## src/rtl/rf_wb_arbiter.sv

```systemverilog
// Three-requester round-robin write-back arbiter feeding one register-file write port,
// with a pending-write scoreboard. Define RF_WB_ARBITER_BYPASS_EN to add read-bypass ports.
module rf_wb_arbiter #(
    parameter int DW = 32,
    parameter int AW = 3
) (
    input  logic              clk,
    input  logic              rst,
    input  logic [2:0]        req_valid,
    input  logic [3*AW-1:0]   req_addr,
    input  logic [3*DW-1:0]   req_data,
    output logic [2:0]        req_ready,
    input  logic              hold,
    input  logic              rsv_valid,
    input  logic [AW-1:0]     rsv_addr,
`ifdef RF_WB_ARBITER_BYPASS_EN
    input  logic [AW-1:0]     rd_addr1,
    input  logic [AW-1:0]     rd_addr2,
    output logic              byp_hit1,
    output logic              byp_hit2,
    output logic [DW-1:0]     byp_data1,
    output logic [DW-1:0]     byp_data2,
`endif
    output logic              rf_we,
    output logic [AW-1:0]     rf_addr,
    output logic [DW-1:0]     rf_wdata,
    output logic [2**AW-1:0]  pending
);
    localparam int NREG = 2**AW;

    logic [1:0]    ptr_reg;
    logic [2:0]    grant;
    logic [1:0]    grant_idx;
    logic [2:0]    scan;
    logic          found;
    logic [AW-1:0] sel_addr;
    logic [DW-1:0] sel_data;

    // Search ptr, ptr+1, ptr+2 (mod 3); the first valid requester wins.
    always_comb begin
        grant     = 3'b000;
        grant_idx = 2'd0;
        found     = 1'b0;
        scan      = 3'd0;
        for (int k = 0; k < 3; k++) begin
            scan = {1'b0, ptr_reg} + 3'(k);
            if (scan >= 3'd3) begin
                scan = scan - 3'd3;
            end
            if (!found && req_valid[scan[1:0]]) begin
                found            = 1'b1;
                grant_idx        = scan[1:0];
                grant[scan[1:0]] = 1'b1;
            end
        end
        if (rst || hold) begin
            grant = 3'b000;
            found = 1'b0;
        end
    end

    assign req_ready = grant;
    assign sel_addr  = req_addr[grant_idx*AW +: AW];
    assign sel_data  = req_data[grant_idx*DW +: DW];

    always_ff @(posedge clk or posedge rst) begin
        if (rst) begin
            ptr_reg  <= 2'd0;
            rf_we    <= 1'b0;
            rf_addr  <= '0;
            rf_wdata <= '0;
        end else begin
            rf_we <= found;
            if (found) begin
                ptr_reg  <= (grant_idx == 2'd2) ? 2'd0 : grant_idx + 2'd1;
                rf_addr  <= sel_addr;
                rf_wdata <= sel_data;
            end
        end
    end

    // Set has priority over clear so a new reservation survives a same-cycle write-back.
    generate
        for (genvar gi = 0; gi < NREG; gi++) begin : g_pending
            logic set_bit;
            logic clr_bit;
            assign set_bit = rsv_valid && (rsv_addr == AW'(gi));
            assign clr_bit = rf_we && (rf_addr == AW'(gi));
            always_ff @(posedge clk or posedge rst) begin
                if (rst) begin
                    pending[gi] <= 1'b0;
                end else if (set_bit) begin
                    pending[gi] <= 1'b1;
                end else if (clr_bit) begin
                    pending[gi] <= 1'b0;
                end
            end
        end
    endgenerate

`ifdef RF_WB_ARBITER_BYPASS_EN
    assign byp_hit1  = rf_we && (rf_addr == rd_addr1);
    assign byp_hit2  = rf_we && (rf_addr == rd_addr2);
    assign byp_data1 = rf_wdata;
    assign byp_data2 = rf_wdata;
`endif
endmodule

```

## config.mk

```make
export PLATFORM = sky130hd
export DESIGN_NAME = rf_wb_arbiter
export DESIGN_NICKNAME = d
export VERILOG_FILES = /design/src/rtl/rf_wb_arbiter.sv
export SDC_FILE = /design/constraint.sdc
export NUM_CORES = 1
export LEC_CHECK = 0
export CAP_MARGIN = 30
export CORE_MARGIN = 2
export CORE_UTILIZATION = 36
export DETAILED_ROUTE_END_ITERATION = 16
export PLACE_DENSITY = 0.79
export SYNTH_ARGS = -nofsm -noshare
export SYNTH_HDL_FRONTEND = slang
export SYNTH_SLANG_ARGS = --single-unit
```

## constraint.sdc

```tcl
create_clock -name clk -period 4.8 [get_ports clk]
set_input_delay 0.96 -clock clk [delete_from_list [all_inputs] [get_ports clk]]
set_output_delay 0.96 -clock clk [all_outputs]
set_load 0.01 [all_outputs]
```

==> results of run 1 <==
routing by layer:
| layer | global-route usage | share of wire | up-vias |
|---|---|---|---|
| li1 | - | - | 1719 |
| met1 | 0.291 | 0.41 | 1793 |
| met2 | 0.395 | 0.50 | 175 |
| met3 | 0.0348 | 0.070 | 27 |
| met4 | 0.0896 | 0.025 | 0 |
| met5 | 0 | 0 | - |
cell type report:
type                       instances  area, µm²  share of cell area
timing repair buffer             172       1710               0.343
clock inverter                     1       30.0             0.00601
inverter                          41        154              0.0308
sequential                        46       1150               0.230
clock buffer                       7       76.3              0.0153
tap                              108        135              0.0270
multi-input combinational        257       1740               0.347
report_power, final:
group	leakage, nW	switching [mW]	internal (mW)	total [mW]
logic	1.37	1.01	0.780	1.79
clock network	0.0524	0.125	0.156	0.281
registers	0.554	0.114	0.570	0.684
total	1.98	1.25	1.51	2.76
how the worst max path moves through the flow:
stage | end | cells after the start
2_1_floorplan | req_ready[0] | 5
5_1_grt | req_ready[1] | 7
4_1_cts | req_ready[1] | 7
6_report | req_ready[1] | 7
3_5_place_dp | req_ready[1] | 7
3_3_place_gp | req_ready[1] | 7
logic make-up (layout without fill, tap and decap cells):
family / after synthesis / after routing
buffers and inverters: 79 / 221
AOI/OAI and AO/OA: 176 / 176
and+or+nand+nor: 73 / 73
adders and majority gates: 4 / 4
muxes: 4 / 4
DFF: 46 / 46
critical path, stage by stage:
cell and delay, ns:
clkdlybuf4s50_1 0.57, mux2i_1 0.37, a31oi_1 0.14, o22ai_1 0.22, nand2_1 0.07, a2111oi_0 0.48, clkdlybuf4s50_1 0.63
cells in the final DEF, fill, tap and decap left out, types with 2 or more instances in the layout:
| cell | netlist | final |
|---|---|---|
| dfrtp_1 | 46 | 46 |
| nand2_1 | 45 | 45 |
| o31ai_1 | 41 | 41 |
| and3b_1 | 3 | 3 |
| nand2b_1 | 9 | 9 |
| clkbuf_1 | 18 | 2 |
| nor2_1 | 5 | 5 |
| o21ai_0 | 22 | 22 |
| o22ai_1 | 2 | 2 |
| clkbuf_8 | 0 | 5 |
| inv_2 | 1 | 2 |
| a31oi_1 | 3 | 2 |
| a2111oi_0 | 37 | 37 |
| o21ai_1 | 27 | 27 |
| a211oi_1 | 35 | 35 |
| buf_4 | 2 | 10 |
| mux2i_1 | 2 | 2 |
| inv_1 | 40 | 39 |
| nand3b_1 | 2 | 2 |
| mux2_4 | 2 | 2 |
| clkdlybuf4s50_1 | 0 | 161 |
| nor2b_1 | 2 | 2 |
| ha_1 | 4 | 4 |
==> impl_metrics.toml, run 1 <==
[routing]
ant_nets = 0
drtIter0Drc = 170
vias_per_cell = 5.88
routedWlPerCell_um = 18.1
firstDrtPassIters = 4
vias = 3714
route.detailed.drc = 0
wirelength_mm = 11.4

[power_and_ir_drop]
p_total_mw = 2.76
leakage_nw = 1.98
peakVddDrop_v = 0.000493
p_per_area_nw_per_um2 = 552

[critical_path]
start_kind = "input port"
critPathLaunch = "req_valid[2]"
r2r-start = "ptr_reg[1]"
crit_type = "in -> out"
r2r_cells = 9
endpoint_kind = "output port"
required_ns = 3.84
cp_max_fo = 9
rrSetupSlack_ns = 1.44
r2r_end = "rf_wdata[0]"
cp.arrival_ns = 3.44

[cells_and_area]
nets = 642
largest_register_ffs = 32
num-fill-cells = 776
syn_to_final_growth_pct = 55.2
drive_above_1_share = 0.0496
final_area_um2 = 5000
fin_util = 0.576
largest-register = "rf_wdata"
final_cells = 632
n_antenna_cell = 0
top_regs = "rf_wdata (32), pending (8), rf_addr (3)"

[clock_tree]
clockBufferDepth = 2
cts_resized = 0
clk_pin_slew_worst_paths_ns = 0.08
cts_hold_buf = 0
post_cts.repair.setup_buffers = 0
clock_latency_ns = 0.29
cts_tree = "done"
cts-root-buf = "clkbuf_8"
cts_sinks = 46
htreeDepth = 2
cts_buffers = 5

[sta]
rsz0062_at_grt = "no"
fin_setup_tns_ns = 0
tightest_slew_ns = 0.833
fin_ws_ns = 0.400
setup_violations = 0
slew_headroom = 0.443
period_share = 0.917
whs_ns = 0.488
hold_viol_final = 0
max_freq_ghz = 0.227
finalMaxSlewViolations = 0
min_period_ns = 4.40
fin_skew_ns = 0.00351

[yosys]
ys_top_cells_by_area = "dfrtp_1 (36%), a2111oi_0 (10%), o31ai_1 (9.6%), a211oi_1 (8.2%), nand2_1 (5.2%)"
syn-num-nets = 501
synth_top_family_by_area = "compound AO/OA/AOI/OAI gates"
yosys-top-cells-count = "dfrtp_1 (46), nand2_1 (45), o31ai_1 (41)"
ys.flop_type = "dfrtp_1"
synth_warnings = 0
syn_inst = 382
muxShareOfSynthArea = 0.0155
ys_seq_area_frac = 0.358
synth-edff-count = 0
synthSimpleGateAreaFrac = 0.108
synth-xor-area-share = 0
ys_types = 40
yosys.area.top_type_share = 0.358
async_reset_ff_frac = 1.00
synth_fa_ha_area_frac = 0.0155
synth-seq-cells = 46
avgSynthCellArea_um2 = 8.43
yosys.area.top_type = "dfrtp_1"
yosysMostFrequentCell = "dfrtp_1"
syn-cell-area_um2 = 3220
synth-compound-area-share = 0.394

[die]
fp.dieH_um = 98.6
dieArea_um2 = 9720
io_pins = 162
die_x_um = 98.6
start_util = 0.371
rows = 34
core_area_um2 = 8680

[global_routing]
grt_pass1_wl_mm = 18.5
grt_antenna_before_repair = 0
gr-usage-all-layers = 0.230
overflow = 0
grt_max_degree = 40
first_global_vias = 3929

[worst_hold_path]
min-delay-start = "rf_wdata[5]"
hp-class = "reg -> reg"
hold_path_end = "rf_wdata[5]"
whs_path_depth = 2

[placed_design]
routabilityCongestion = 0.902
placed_area_um2 = 4890
post-place-ws_ns = 0.430
dpl.hpwl_mm = 8.00
dp_cells = 624
portBuffers = 161

[run]
drv_cap = 0

[run_status]
status = "finished clean"
(Power assumes the default switching activity.)
==> run 2: changes to the inputs <==
--- a/config.mk
+++ b/config.mk
@@ -9,6 +9,7 @@
 export CORE_MARGIN = 2
 export CORE_UTILIZATION = 36
 export DETAILED_ROUTE_END_ITERATION = 16
+export MAX_ROUTING_LAYER = met4
 export PLACE_DENSITY = 0.79
 export SYNTH_ARGS = -nofsm -noshare
 export SYNTH_HDL_FRONTEND = slang
==> run 2 against run 1 <==
Die area stayed put. Sequential share of layout area unchanged. Combinational power barely moved. Cell area unchanged. Clock power is essentially flat. Routed wire length decreased by 0.22%. Non-clock buffer count did not move. Critical path depth unchanged. Largest cell class unchanged. Highest routed layer unchanged.
==> impl_metrics.toml, run 2 (synthesis results as in run 1) <==
[critical_path]
r2r_end = "rf_wdata[0]"
cpMostUsedCell = "clkdlybuf4s50_1"
required_ns = 3.84
r2r-start = "ptr_reg[1]"
cp_slowest_cell = "clkdlybuf4s50_1"
critPathLaunch = "req_valid[0]"
crit_family = "buffers and inverters"
crit_path_end = "req_ready[1]"
r2r_cells = 9
cp_max_fo = 7
path_depth = 7
crit_type = "in -> out"
critical_path.max_stage_delay_ns = 0.63
cp.arrival_ns = 3.49
start_kind = "input port"
crit_buf_inv = 2
rrSetupSlack_ns = 1.45
worstPathCellList = "clkdlybuf4s50_1 > nor4bb_1 > a31oi_1 > o22ai_1 > nand2_1 > a2111oi_0 > clkdlybuf4s50_1"
endpoint_kind = "output port"

[clock_tree]
cts_resized = 0
cts_hold_buf = 0
clockBufferDepth = 2
clock_latency_ns = 0.29
cts_buffers = 5
post_cts.repair.setup_buffers = 0
htreeDepth = 2
cts_tree = "done"
cts_sinks = 46
clk_pin_slew_worst_paths_ns = 0.08
cts-root-buf = "clkbuf_8"

[routing]
firstDrtPassIters = 4
vias = 3735
ant_nets = 0
drtIter0Drc = 166
wirelength_mm = 11.4
route.detailed.drc = 0
vias_per_cell = 5.91
routedWlPerCell_um = 18.0

[die]
fp.dieH_um = 98.6
rows = 34
start_util = 0.371
io_pins = 162
die_x_um = 98.6
dieArea_um2 = 9720
core_area_um2 = 8680

[cells_and_area]
num-fill-cells = 776
layout_common_cells = "clkdlybuf4s50_1 (161), dfrtp_1 (46), nand2_1 (45), o31ai_1 (41), inv_1 (39)"
fin_util = 0.576
syn_to_final_growth_pct = 55.2
final_common_cell = "clkdlybuf4s50_1"
largest-register = "rf_wdata"
n_antenna_cell = 0
largest_register_ffs = 32
top_regs = "rf_wdata (32), pending (8), rf_addr (3)"
drive_above_1_share = 0.0496
nets = 642

[global_routing]
grt_max_degree = 40
gr-usage-all-layers = 0.237
overflow = 0
grt_pass1_wl_mm = 18.5
first_global_vias = 3935
grt_antenna_before_repair = 0

[sta]
slew_headroom = 0.437
finalMaxSlewViolations = 0
fin_ws_ns = 0.348
whs_ns = 0.488
max_freq_ghz = 0.225
period_share = 0.927
setup_violations = 0
fin_setup_tns_ns = 0
min_period_ns = 4.45
fin_skew_ns = 0.00396
tightest_slew_ns = 0.842
rsz0062_at_grt = "no"
hold_viol_final = 0

[run_status]
status = "finished clean"

[run]
drv_cap = 0

[placed_design]
dpl.hpwl_mm = 8.00
post-place-ws_ns = 0.430
portBuffers = 161
routabilityCongestion = 0.918

[worst_hold_path]
whs_path_depth = 2
hp-class = "reg -> reg"

[power_and_ir_drop]
leakage_nw = 1.98
peakVddDrop_v = 0.000491
p_per_area_nw_per_um2 = 552
-- run 2: power by group --
group	total [mW]	internal, mW	switching (mW)
clock network	0.282	0.156	0.126
logic	1.79	0.780	1.01
registers	0.684	0.570	0.114
total	2.76	1.51	1.25
-- run 2: worst min path at each step --
| stage | startpoint | endpoint | slack [ns] |
|---|---|---|---|
| CTS | rf_wdata[7] | rf_wdata[7] | 0.50 |
| global route | rf_wdata[25] | rf_wdata[25] | 0.52 |
| detailed placement | rf_wdata[1] | rf_wdata[1] | 0.48 |
| global placement | rf_wdata[4] | rf_wdata[4] | 0.46 |
| floorplan | ptr_reg[1] | ptr_reg[1] | 0.50 |
| finish | rf_wdata[5] | rf_wdata[5] | 0.49 |
-- run 2: area by class of cell --
class	count	area, µm²	share of cell area
clock inverter	1	30.0	0.00601
inverter	41	154	0.0308
multi-input combinational	257	1740	0.347
clock buffer	7	76.3	0.0153
timing repair buffer	172	1710	0.343
tap	108	135	0.0270
sequential	46	1150	0.230
-- run 2: routing by layer --
metal  part of all wire  wire length (µm)  GRT usage  up-vias
li1                   -                 -          -     1722
met5                  0                 0          -        -
met1               0.40              4590      0.293     1802
met2               0.50              5740      0.397      186
met3              0.071               806     0.0319       25
met4              0.023               262     0.0875        0
-- run 2: stage by stage --
step	std cells	total power [mW]	instance area [µm²]
floorplan	382	1.73	3220
global placement	623	2.41	4860
detailed placement	624	2.46	4890
CTS	632	2.75	5000
global route	632	2.96	5000
finish	632	2.76	5000
-- run 2: tightest hold or removal path, cell delays in order (launching register included) --
cell and delay, ns:
dfrtp_1 0.35, nand2_1 0.05, o21ai_0 0.06
==> run 3: changes to the inputs <==
--- a/config.mk
+++ b/config.mk
@@ -5,12 +5,13 @@
 export SDC_FILE = /design/constraint.sdc
 export NUM_CORES = 1
 export LEC_CHECK = 0
+export ABC_AREA = 1
 export CAP_MARGIN = 30
 export CORE_MARGIN = 2
 export CORE_UTILIZATION = 36
 export DETAILED_ROUTE_END_ITERATION = 16
 export MAX_ROUTING_LAYER = met4
-export PLACE_DENSITY = 0.79
+export PLACE_DENSITY = 0.76
 export SYNTH_ARGS = -nofsm -noshare
 export SYNTH_HDL_FRONTEND = slang
 export SYNTH_SLANG_ARGS = --single-unit
==> run 3 against run 2 <==
Cell count increased by 18%. Clock-buffer cell count decreased by 1. Synthesized area grew 18%. Sequential share of layout area down 2.0 points. Total power increased by 37%. Die area rose by 17%. Non-clock buffer count fell by 9. Synthesized cell count rose by 21%. Worst hold slack better by 0.025 ns. Sequential cell count did not move. Routed wire length fell by 6.6%. Cell area increased by 9.4%.
==> impl_metrics.toml, run 3 <==
[run_status]
status = "finished clean"

[clock_tree]
clock_latency_ns = 0.30
htreeDepth = 2
post_cts.repair.setup_buffers = 0
clockBufferDepth = 2
cts_tree = "done"
cts_buffers = 5
clk_pin_slew_worst_paths_ns = 0.08
cts_hold_buf = 0
cts_sinks = 46
cts_resized = 0
cts-root-buf = "clkbuf_8"

[routing]
drtIter0Drc = 187
vias_per_cell = 4.88
wirelength_mm = 10.7
route.detailed.drc = 0
routedWlPerCell_um = 14.3
ant_nets = 0
firstDrtPassIters = 5
vias = 3633

[yosys]
syn-num-nets = 581
syn_inst = 462
yosys-top-cells-count = "inv_1 (84), nand3_2 (63), nand2_1 (54)"
synth-edff-count = 0
ys_top_cells_by_area = "dfrtp_1 (30%), nand3_2 (17%), inv_1 (8.3%), a21oi_2 (6.9%), nand2_4 (6.8%)"
synth_warnings = 0
ys_seq_area_frac = 0.304
synth-seq-cells = 46
yosysMostFrequentCell = "inv_1"
async_reset_ff_frac = 1.00
ys.flop_type = "dfrtp_1"
avgSynthCellArea_um2 = 8.19
ys_types = 28
syn-cell-area_um2 = 3780
yosys.area.top_type_share = 0.304
yosys.area.top_type = "dfrtp_1"

[critical_path]
cp_max_fo = 5
r2r_cells = 11
worstPathCellList = "clkdlybuf4s50_1 > inv_1 > o21ai_1 > nand2_1 > nand2_2 > nor2_4 > nand2_4 > a21oi_1 > clkdlybuf4s50_1"
required_ns = 3.84
start_kind = "input port"
cp.arrival_ns = 2.84
endpoint_kind = "output port"
cpMostUsedCell = "clkdlybuf4s50_1"
critical_path.max_stage_delay_ns = 0.55
cp_slowest_cell = "clkdlybuf4s50_1"
crit_type = "in -> out"

[placed_design]
routabilityCongestion = 0.868
portBuffers = 161
placed_area_um2 = 5390
post-place-ws_ns = 1.00
dpl.hpwl_mm = 7.65

[power_and_ir_drop]
p_total_mw = 3.78
clkPwrFrac = 0.064
p_int_mw = 1.77
sequentialPowerShare = 0.185
p_per_area_nw_per_um2 = 691
peakVddDrop_v = 0.000391
power_switching_share = 0.531
leakage_nw = 2.56
share_comb_of_total_power = 0.751
p_switching_mw = 2.00

[sta]
min_period_ns = 3.80
hold_viol_final = 0
period_share = 0.793
finalMaxSlewViolations = 0
slew_headroom = 0.490
max_freq_ghz = 0.263
tightest_slew_ns = 0.765
fin_setup_tns_ns = 0
rsz0062_at_grt = "no"
fin_ws_ns = 0.995
setup_violations = 0
fin_skew_ns = 0.00949

[global_routing]
grt_antenna_before_repair = 0
grt_max_degree = 40
first_global_vias = 3716
grt_pass1_wl_mm = 17.7
overflow = 0
gr-usage-all-layers = 0.197

[cells_and_area]
n_antenna_cell = 0
largest-register = "rf_wdata"
top_regs = "rf_wdata (32), pending (8), rf_addr (3)"
layout_common_cells = "clkdlybuf4s50_1 (161), inv_1 (83), nand3_2 (63), nand2_1 (54), dfrtp_1 (46)"
nets = 728
final_common_cell = "clkdlybuf4s50_1"
largest_register_ffs = 32
fin_util = 0.532
syn_to_final_growth_pct = 44.5
final_area_um2 = 5470
drive_above_1_share = 0.232

[die]
dieArea_um2 = 11300
die_x_um = 107
core_area_um2 = 10300
io_pins = 162
start_util = 0.368
rows = 37
fp.dieH_um = 107

[worst_hold_path]
hp-class = "reg -> reg"
whs_path_depth = 2

[run]
drv_cap = 0
==> run 3: cells by family after synthesis <==
kind of cell,count (synthesis),share of synthesized area
simple gates,209,0.380
buf+inv,113,0.147
compound gates,90,0.155
flops,46,0.304
fa+ha+maj,4,0.0132
==> run 3: area by class of cell <==
type | count | area [µm²]
timing repair buffer | 163 | 1650
inverter | 90 | 343
multi-input combinational | 303 | 2070
clock buffer | 6 | 82.6
fill | 994 | 4810
tap | 136 | 170
sequential | 46 | 1150
==> run 3: worst paths after layout <==
check	end	slack, ns	start
min in group asynchronous	rf_addr[1]	1.09	rst
worst min-delay path	pending[0]	0.51	pending[0]
worst min register to register	pending[0]	0.51	pending[0]
max in group asynchronous	rf_wdata[14]	3.19	rst
worst max-delay path	req_ready[2]	1.0	req_valid[2]
worst max register to register	rf_wdata[6]	1.62	ptr_reg[0]
==> run 3: power groups by stage <==
stage / sequential [mW] / combinational, mW / clock (mW)
finish: 0.698 / 2.84 / 0.243
global route: 0.723 / 3.10 / 0.265
CTS: 0.699 / 2.86 / 0.249
detailed placement: 0.706 / 2.86 / 0
global placement: 0.699 / 2.80 / 0
floorplan: 0.768 / 2.16 / 0
==> run 3: metal layers <==
metal  part of all wire  routed length, µm  GRT usage  vias to the layer above
met1               0.41               4380      0.241                     1684
met4             0.0083                 88     0.0390                        0
met3              0.087                927     0.0423                       15
met5                  0                  0          -                        -
li1                   -                  -          -                     1752
met2               0.49               5250      0.339                      182
==> run 3: stage by stage <==
stage,cells,hold slack (ns)
finish,744,0.513
global route,744,0.543
CTS,744,0.513
detailed placement,738,0.495
global placement,737,0.488
floorplan,462,0.533
==> run 3: critical path, delay by kind of cell <==
kind	cells	cell delay [ns]
compound gates	2	0.23
buf+inv	3	1.14
simple gates	4	0.51
